===== config.mk =====
export PLATFORM = sky130hd
export DESIGN_NAME = hybridcache_ctrl
export DESIGN_NICKNAME = d
export VERILOG_FILES = /design/src/rtl/hybridcache_ctrl.sv
export SDC_FILE = /design/constraint.sdc
export NUM_CORES = 1
export LEC_CHECK = 0
export BUFFER_PORTS_ARGS = -buffer_cell sky130_fd_sc_hd__buf_2
export CAP_MARGIN = 15
export CORE_ASPECT_RATIO = 0.75
export CORE_MARGIN = 1.5
export CORE_UTILIZATION = 47
export CTS_CLUSTER_DIAMETER = 200
export CTS_CLUSTER_SIZE = 24
export DETAILED_ROUTE_END_ITERATION = 8
export GPL_ROUTABILITY_DRIVEN = 0
export PLACE_DENSITY = 0.75
export SETUP_SLACK_MARGIN = 0.1
export SLEW_MARGIN = 5
export SYNTH_ARGS = -nofsm -noshare
export SYNTH_HDL_FRONTEND = slang
export SYNTH_SLANG_ARGS = --single-unit
export TNS_END_PERCENT = 10

===== constraint.sdc =====
create_clock -name clk -period 2.72 [get_ports clk]
set_input_delay 0.136 -clock clk [delete_from_list [all_inputs] [get_ports clk]]
set_output_delay 0.136 -clock clk [all_outputs]
set_load 0.01 [all_outputs]

===== src/rtl/hybridcache_ctrl.sv =====
// Refill controller for the hybrid cache: on a global miss it picks the lowest-TTL line,
// flushes it if dirty, then refills it with the region holding the missed address.
module hybridcache_ctrl #(
  parameter int unsigned ADDRBITS = 32,
  parameter int unsigned LSBBITS  = 7,
  parameter int unsigned TTLBITS  = 8,
  parameter int unsigned NLINES   = 4,
  parameter int unsigned LINEBITS = 2
) (
  input  logic                        clk,
  input  logic                        reset_n,
  input  logic [ADDRBITS-1:0]         ctrl_miss_addr,
  input  logic [NLINES-1:0]           line_miss,
  input  logic [NLINES-1:0]           line_dirty,
  input  logic [NLINES*TTLBITS-1:0]   line_ttl,
  input  logic [NLINES-1:0]           line_ready,
  input  logic                        mem_busy,
  output logic [NLINES-1:0]           line_flush,
  output logic [NLINES-1:0]           line_fill,
  output logic [NLINES-1:0]           line_pause,
  output logic [ADDRBITS-1:0]         cache_new_region,
  output logic                        ctrl_busy,
  output logic [LINEBITS-1:0]         ctrl_victim,
  output logic [15:0]                 ctrl_refills,
  output logic [15:0]                 ctrl_flushes
);

  localparam logic [2:0] StIdle       = 3'd0;
  localparam logic [2:0] StSelect     = 3'd1;
  localparam logic [2:0] StFlush      = 3'd2;
  localparam logic [2:0] StFlushGuard = 3'd3;
  localparam logic [2:0] StFlushWait  = 3'd4;
  localparam logic [2:0] StFill       = 3'd5;
  localparam logic [2:0] StFillGuard  = 3'd6;
  localparam logic [2:0] StFillWait   = 3'd7;

  localparam logic [NLINES-1:0] OneLsb = NLINES'(1);

  logic [2:0]          state_q, state_d;
  logic [LINEBITS-1:0] victim_q, victim_d;
  logic [ADDRBITS-1:0] capt_q, capt_d;
  logic [ADDRBITS-1:0] region_q, region_d;
  logic [NLINES-1:0]   flush_q, flush_d;
  logic [NLINES-1:0]   fill_q, fill_d;
  logic [NLINES-1:0]   pause_q;
  logic [15:0]         refills_q, refills_d;
  logic [15:0]         flushes_q, flushes_d;

  logic [LINEBITS-1:0] sel_idx;
  logic [TTLBITS-1:0]  sel_ttl;

  // Strict less-than keeps the lowest index on TTL ties.
  always_comb begin
    sel_idx = '0;
    sel_ttl = line_ttl[0 +: TTLBITS];
    for (int i = 1; i < int'(NLINES); i++) begin
      if (line_ttl[i*TTLBITS +: TTLBITS] < sel_ttl) begin
        sel_ttl = line_ttl[i*TTLBITS +: TTLBITS];
        sel_idx = LINEBITS'(i);
      end
    end
  end

  always_comb begin
    state_d   = state_q;
    victim_d  = victim_q;
    capt_d    = capt_q;
    region_d  = region_q;
    flush_d   = '0;
    fill_d    = '0;
    refills_d = refills_q;
    flushes_d = flushes_q;
    case (state_q)
      StIdle: begin
        if (&line_miss) begin
          capt_d  = {ctrl_miss_addr[ADDRBITS-1:LSBBITS], {LSBBITS{1'b0}}};
          state_d = StSelect;
        end
      end
      StSelect: begin
        victim_d = sel_idx;
        if (line_dirty[sel_idx]) begin
          flush_d   = OneLsb << sel_idx;
          flushes_d = (flushes_q == 16'hFFFF) ? flushes_q : flushes_q + 16'd1;
          state_d   = StFlush;
        end else begin
          fill_d   = OneLsb << sel_idx;
          region_d = capt_q;
          state_d  = StFill;
        end
      end
      StFlush:      state_d = StFlushGuard;
      StFlushGuard: state_d = StFlushWait;
      StFlushWait: begin
        if (line_ready[victim_q]) begin
          fill_d   = OneLsb << victim_q;
          region_d = capt_q;
          state_d  = StFill;
        end
      end
      StFill:      state_d = StFillGuard;
      StFillGuard: state_d = StFillWait;
      StFillWait: begin
        if (line_ready[victim_q]) begin
          refills_d = (refills_q == 16'hFFFF) ? refills_q : refills_q + 16'd1;
          state_d   = StIdle;
        end
      end
      default: state_d = StIdle;
    endcase
  end

  always_ff @(posedge clk or negedge reset_n) begin
    if (!reset_n) begin
      state_q   <= StIdle;
      victim_q  <= '0;
      capt_q    <= '0;
      region_q  <= '0;
      flush_q   <= '0;
      fill_q    <= '0;
      pause_q   <= '0;
      refills_q <= '0;
      flushes_q <= '0;
    end else begin
      state_q   <= state_d;
      victim_q  <= victim_d;
      capt_q    <= capt_d;
      region_q  <= region_d;
      flush_q   <= flush_d;
      fill_q    <= fill_d;
      pause_q   <= {NLINES{mem_busy}};
      refills_q <= refills_d;
      flushes_q <= flushes_d;
    end
  end

  assign line_flush       = flush_q;
  assign line_fill        = fill_q;
  assign line_pause       = pause_q;
  assign cache_new_region = region_q;
  assign ctrl_busy        = (state_q != StIdle);
  assign ctrl_victim      = victim_q;
  assign ctrl_refills     = refills_q;
  assign ctrl_flushes     = flushes_q;

endmodule


# --- Word level (Yosys, flattened, before mapping) ---
# Index checks and enable logic that the tools add are counted.
totals:
  regBits: 103
  in_bits: 79
  out_inout_bits: 79
  elab_cells: 64
op_classes:
  add_sub_neg: 2
  bitwise_logic: 2
  n_lt_le_gt_ge: 5
  eq_ne: 13
  shifts: 2
  n_reduce_logical: 9
  muxes: 22
ops:
  columns: ["cell", "n"]
  rows:
  - ["32-bit 2-to-1 mux", 2]
  - ["32-bit case mux with 2 select lines", 1]
  - ["16-bit by 1-bit adder with 16-bit output (second input constant)", 2]
  - ["16-bit equality test (second input constant)", 2]
  - ["8-bit less-than comparator", 3]
  - ["3-bit case mux with 8 select lines", 1]
  - ["4-bit 2-to-1 mux", 4]
  - ["8-bit 2-to-1 mux", 2]
  - ["3-bit equality test (second input constant)", 4]
  - ["3-bit 2-to-1 mux", 4]
  - ["3-bit AND reduction", 4]
  - ["2-bit != test (second input constant)", 4]
  - ["4-bit case mux with 2 select lines", 1]
  - ["1-bit by 2-bit << shifter with 4-bit output (first input constant)", 2]
  - ["3-bit by 2-bit equality test with 1-bit output (second input constant)", 2]
  - ["2-bit by 3-bit less-than comparator with 1-bit output (second input constant)", 2]
  - ["5-bit AND reduction", 1]
  - ["1-bit binary-select mux with 2-bit select", 2]
  - ["2-bit 2-to-1 mux", 2]
  - ["4-bit AND reduction", 1]
  - ["3-bit by 1-bit equality test with 1-bit output (second input constant)", 1]
  - ["3-bit logical NOT", 1]
  - ["1-bit 2-to-1 mux", 3]
  - ["3-bit nonzero test", 1]
  - ["2 further kinds", 3]

# --- Logic depth before layout (Yosys ltp) ---
logic_depth:
  depth_word: 10
  ltp_mapped: 27
  ltp_nobuf: 24

# --- Least setup slack after synthesis ---
# Ideal clock, no wire load.
synth_timing:
  kind: "input -> register"
  start: "input line_ttl[1]"
  end: "register region_q[13], in the netlist cache_new_region[13]"
  stages: 26
  required_ns: 2.595
  t_arrival_ns: 5.732
  path_slack_ns: -3.137
  cell_sequence: "inv_1 > ha_1 > a2111o_1 > a21oi_4 > clkbuf_1 > nor2_1 > a21oi_1 > ha_1 > a21oi_1 > o21ai_0 > a2111oi_2 > a21oi_4 > clkbuf_1 > nand2_1 > o21ai_0 > ha_1 > nand4_1 > o221ai_1 > o21ba_2 > nand2_1 > o21ai_0 > a21o_1 > nor2_1 > a2111oi_4 > buf_6 > mux2_2"
synth_via:
  elab_chain_len: 10
synth_lines:
  columns: ["element", "line", "text"]
  rows:
  - ["start: declaration", "15", "input logic [NLINES*TTLBITS-1:0] line_ttl,"]
  - ["8-bit less-than comparator", "57", "if (line_ttl[i*TTLBITS +: TTLBITS] < sel_ttl) begin"]
  - ["8-bit 2-to-1 mux", "57", null]
  - ["8-bit less-than comparator", "57", null]
  - ["8-bit 2-to-1 mux", "57", null]
  - ["8-bit less-than comparator", "57", null]
  - ["2-bit 2-to-1 mux *", "57", null]
  - ["1-bit binary-select mux with 2-bit select *", "82", "if (line_dirty[sel_idx]) begin"]
  - ["1-bit 2-to-1 mux (implied by the code) *", "82", null]
  - ["2-bit != test (no line) *", null, null]
  - ["3-bit AND reduction (no line) *", null, null]
  - ["end signal: assignment", "128", "region_q <= region_d;"]
  - ["end: declaration", "42", "logic [ADDRBITS-1:0] region_q, region_d;"]
# Every way passes the cells marked *; elsewhere a longest branch is shown, timed or not. The select of a mux whose other input is x is not followed.
# A chain may end at the register's enable or synchronous reset.

# --- Worst setup path after layout ---
layout_timing:
  start: "input line_ttl[1]"
  end: "register region_q[16], in the netlist cache_new_region[16]"
# Same word-level chain as after synthesis.

==> reports/results.txt <==
The flow ran to the end, but the final reports show violations. The final reports fail on negative setup slack. In this run, the number of DRC markers left after iteration 0 of detailed routing was 298. The height of the die is 91.40 um. The run gives 5 as the number of search-and-repair iterations in the first detailed-routing pass. For the number of instances in the synthesized netlist, the log shows 441. The post-route clock skew is 0.008786 ns.

The overall fraction of global-route tracks in use came out at 24.05%. Setup repair after global routing could not meet its margin everywhere. Clock-pin slew was measured on the worst setup and hold paths at 0.07 ns.

The number of clock buffers added by TritonCTS is 9. The area share of the leading cell type in the synthesized netlist is 49.05%, and the total number of nets in the final design is 774. Sequential cells were found to cover 49.05% of the synthesized design area. The run gives 4212 as the number of global-route vias before repair. Number of synthesized register bits: 96.

A synthesized cell averages 11.10 sq um. The most used flip-flop cell after synthesis is sky130_fd_sc_hd__dfrtp_1. The average routed wire per standard cell was 17.61 um; the count of boundary I/O pins was 158. The clock sink count came out at 96.

The number of hold violations in the final report is 0, and the HPWL after detailed placement is 9022 um. The share of the synthesized area in compound gates (AO/OA/AOI/OAI) was 11.91%. In this run the worst setup path begins at line_ttl[1].

In this run the tool buffered the top-level ports with 143 buffer cells. The H-tree depth reported by CTS was 3; the total vias in the final route was 4386. For this run, design rule violations remaining after detail routing come to 0. TritonCTS built the clock tree. Across the VDD grid, the largest voltage drop is 0.0005439 V. For the number of antenna violations at the first check in global routing, the log shows 0.

Yosys attributes the largest share of cell area to sky130_fd_sc_hd__dfrtp_1 49%, sky130_fd_sc_hd__mux2_2 11%, sky130_fd_sc_hd__ha_1 5.9%, sky130_fd_sc_hd__xor2_1 3.4%, sky130_fd_sc_hd__nand2_1 2.8%. The worst path uses 183.2% of the clock period. The critical setup path kind was in2reg. The share of the synthesized netlist area taken by xor and xnor gates was 5.365%; the final worst setup slack was -2.263 ns. For the cell area after synthesis, the log shows 4897 sq um. Fraction of layout instances using a drive strength above 1: 53.32%. Global routing finished with a remaining overflow of 0.

Largest family of logic cells by synthesized area: multiplexers. Entering global routing, the biggest net connects 97 pins. The top fanout value on the critical path is 8. The logs give 0 for the number of warnings printed during yosys synthesis and 20890 um for the first-pass GRT wire length. For the worst-skew pair, the clock arrives at the later sink with an insertion delay of 0.34 ns.

The post-synthesis share of cell area spent on full adders, half adders and majority gates works out to 5.876%. STA classifies the critical path startpoint as an input port. For the pin with the worst max-slew slack, the measured transition is 0.5738 ns.

For the worst flop-to-flop path, the logic depth is 9. The maximum clock rate is 200.7 MHz, and the share of async-settable or async-resettable flops after synthesis is 100.0%. 0 antenna diodes ended up in the layout. The via density per instance was 5.395; the setup slack of the worst register-to-register path was 0.21 ns. After floorplanning, the core was divided into 32 placement rows.

The tools report the count of pins over their slew limit as 0. Cell at the root of the clock tree: sky130_fd_sc_hd__clkbuf_16. The clock passes through at most 2 buffers.

The highest-delay cell along the critical path was sky130_fd_sc_hd__a2111o_1. The run gives 11050 sq um as the full die area. The tightest hold path in the finished design has a slack of 0.02493 ns. Count of maximum capacitance violations: 0.

The worst hold path belongs to the class in2reg. For the post-route total power, the log shows 5.839 mW. The leakage component of the power is 3.586 nW, and the multiplexer fraction of the synthesized cell area is 12.42%.

The x dimension of the die was 120.9 um. The initial utilization of the core area, before any placement, comes to 47.97%. The core region area was 10210 sq um; the growth of design area from synthesis to finish was 48.52%.

The final-report setup violation count came out at 54. The cell taking the most area after synthesis was sky130_fd_sc_hd__dfrtp_1. The total power divided by cell area is 802.8 nW/um^2, and the maximum single-stage delay on the critical path is 0.45 ns.

For the setup TNS, the log shows -108.77 ns. Following the worst setup path forward leads to its endpoint at cache_new_region[16]$_DFFE_PN0P_. The routed design has 14320 um of wire. The count of nets left with antenna violations once routing finished came out at 0. The required time of the critical path was 2.94 ns; the final critical path time including I/O delays and setup was 4.983 ns. Data on the critical path arrives at its endpoint at 5.21 ns.

The worst register-to-register path begins at ctrl_flushes[2]$_DFFE_PN0P_. The critical path capture point type is a flip-flop. The capture point of the worst reg-to-reg path was ctrl_flushes[1]$_DFFE_PN0P_. The number of flops mapped to enable cells by yosys was 0. Headroom to the max-slew limit came out at 61.69%.

The netlist uses 52 different library cells. The synthesized netlist devotes 11.52% of its cell area to simple gates.
-- Yosys cell counts, drive strengths merged, types with 2 or more instances --
library cell and instances:
nand2 37, o22a 2, o22ai 2, and3 6
a21o 3, buf 13, nor2 35, o211ai 5
dfrtp 96, o21a 4, ha 23, xnor2 11
o21bai 3, a211o 3, nand4 5, xor2 19
nor3 7, clkbuf 5, a311oi 2, nor4 4
nor2b 2, a211oi 4, o21ai 19, o21ba 2
a2111oi 2, mux2 52, a21oi 20, nand3 19
o32ai 2, nand2b 2, inv 17
-- worst max-delay path: cells and delay by family --
kind,cells,cell delay [ns]
AO/OA/AOI/OAI,13,2.80
adder cells (fa/ha/maj),3,0.76
buffers and inverters,7,0.96
AND/OR/NAND/NOR,3,0.23
multiplexers,1,0.30
-- timing repair --
action                     4_1_cts  5_1_grt
gates resized for setup         48       51
setup buffers                   10       10
hold buffers                     2        0
hold endpoints to repair        97        0
setup endpoints to repair       54       54
pin swaps                       18       26
cloned                           4        1
-- through the flow --
stage	cell area (sq um)	utilization (%)	cells	worst slack, ns
final	7273	71.24	813	-2.263
after global routing	7273	71.24	813	-2.393
after CTS	6918	67.76	802	-2.043
after detailed placement	6271	61.42	770	-2.739
after global placement	6271	61.42	770	-2.459
after floorplan	5031	-	447	-2.601
-- area by class of cell --
type                    count  area [sq um]
repair buffers            230          1501
inverters                  17         71.32
flip-flops and latches     96          2402
fillers                   692          2937
multi-input cells         318          2836
well taps                 136         170.2
clock buffers               9         225.2
clock inverters             7         66.31
-- report_power, final --
group,total (mW),leakage [nW],switching (mW),internal [mW]
sequential,2.19,1.25,0.373,1.82
clock,1.20,0.141,0.561,0.638
combinational,2.45,2.20,1.17,1.27
total,5.84,3.59,2.11,3.73
-- state kept, by name (all words and copies together) (netlist names) --
register          cells
ctrl_victim           2
ctrl_flushes         16
line_fill             4
ctrl_refills         16
capt_q               25
state_q               3
cache_new_region     25
line_pause            1
line_flush            4
-- placed cells by master, fill, tap and decap left out, types with 4 or more instances in the layout --
master	count
sky130_fd_sc_hd__mux2_2	27
sky130_fd_sc_hd__ha_4	6
sky130_fd_sc_hd__nor2_1	26
sky130_fd_sc_hd__inv_1	15
sky130_fd_sc_hd__conb_1	7
sky130_fd_sc_hd__xor2_1	19
sky130_fd_sc_hd__buf_4	74
sky130_fd_sc_hd__o211ai_1	5
sky130_fd_sc_hd__nand2_1	37
sky130_fd_sc_hd__dfrtp_1	96
sky130_fd_sc_hd__nand3_1	19
sky130_fd_sc_hd__nor2_2	7
sky130_fd_sc_hd__mux2_4	25
sky130_fd_sc_hd__buf_2	140
sky130_fd_sc_hd__nor3_2	4
sky130_fd_sc_hd__a21oi_4	11
sky130_fd_sc_hd__clkbuf_16	10
sky130_fd_sc_hd__and3_1	6
sky130_fd_sc_hd__a21oi_2	8
sky130_fd_sc_hd__ha_1	15
sky130_fd_sc_hd__xnor2_1	11
sky130_fd_sc_hd__o21ai_1	5
sky130_fd_sc_hd__o21a_1	4
sky130_fd_sc_hd__buf_6	8
sky130_fd_sc_hd__nand4_1	5
sky130_fd_sc_hd__o21ai_0	9
-- per-layer routing --
layer	share of wire (%)	up-vias	track usage, %
met1	43	2163	31.88
met4	2.4	0	7.745
met3	5.5	34	5.465
li1	-	2027	-
met2	50	162	39.16
met5	0	-	0
-- how the worst min path moves through the flow --
stage | slack, ns | from | endpoint | cells after the start
global placement | 0.22 | reset_n | line_pause[0]$_DFF_PN0_ | 2
CTS | 0.02 | ctrl_miss_addr[7] | capt_q[7]$_DFFE_PN0P_ | 2
detailed placement | 0.23 | reset_n | line_pause[0]$_DFF_PN0_ | 2
floorplan | -0.16 | reset_n | cache_new_region[10]$_DFFE_PN0P_ | 0
global route | 0.02 | ctrl_miss_addr[8] | capt_q[8]$_DFFE_PN0P_ | 2
finish | 0.02 | ctrl_miss_addr[26] | capt_q[26]$_DFFE_PN0P_ | 2
-- cells by family (layout without fill, tap and decap cells) --
| family | Yosys count | count (layout) |
|---|---|---|
| compound gates | 80 | 82 |
| xor+xnor | 30 | 30 |
| fa+ha+maj | 23 | 23 |
| buf+inv | 35 | 263 |
| flops | 96 | 96 |
| mux | 53 | 53 |
| other cells | 1 | 7 |
| simple gates | 123 | 123 |
(Power assumes the default switching activity.)
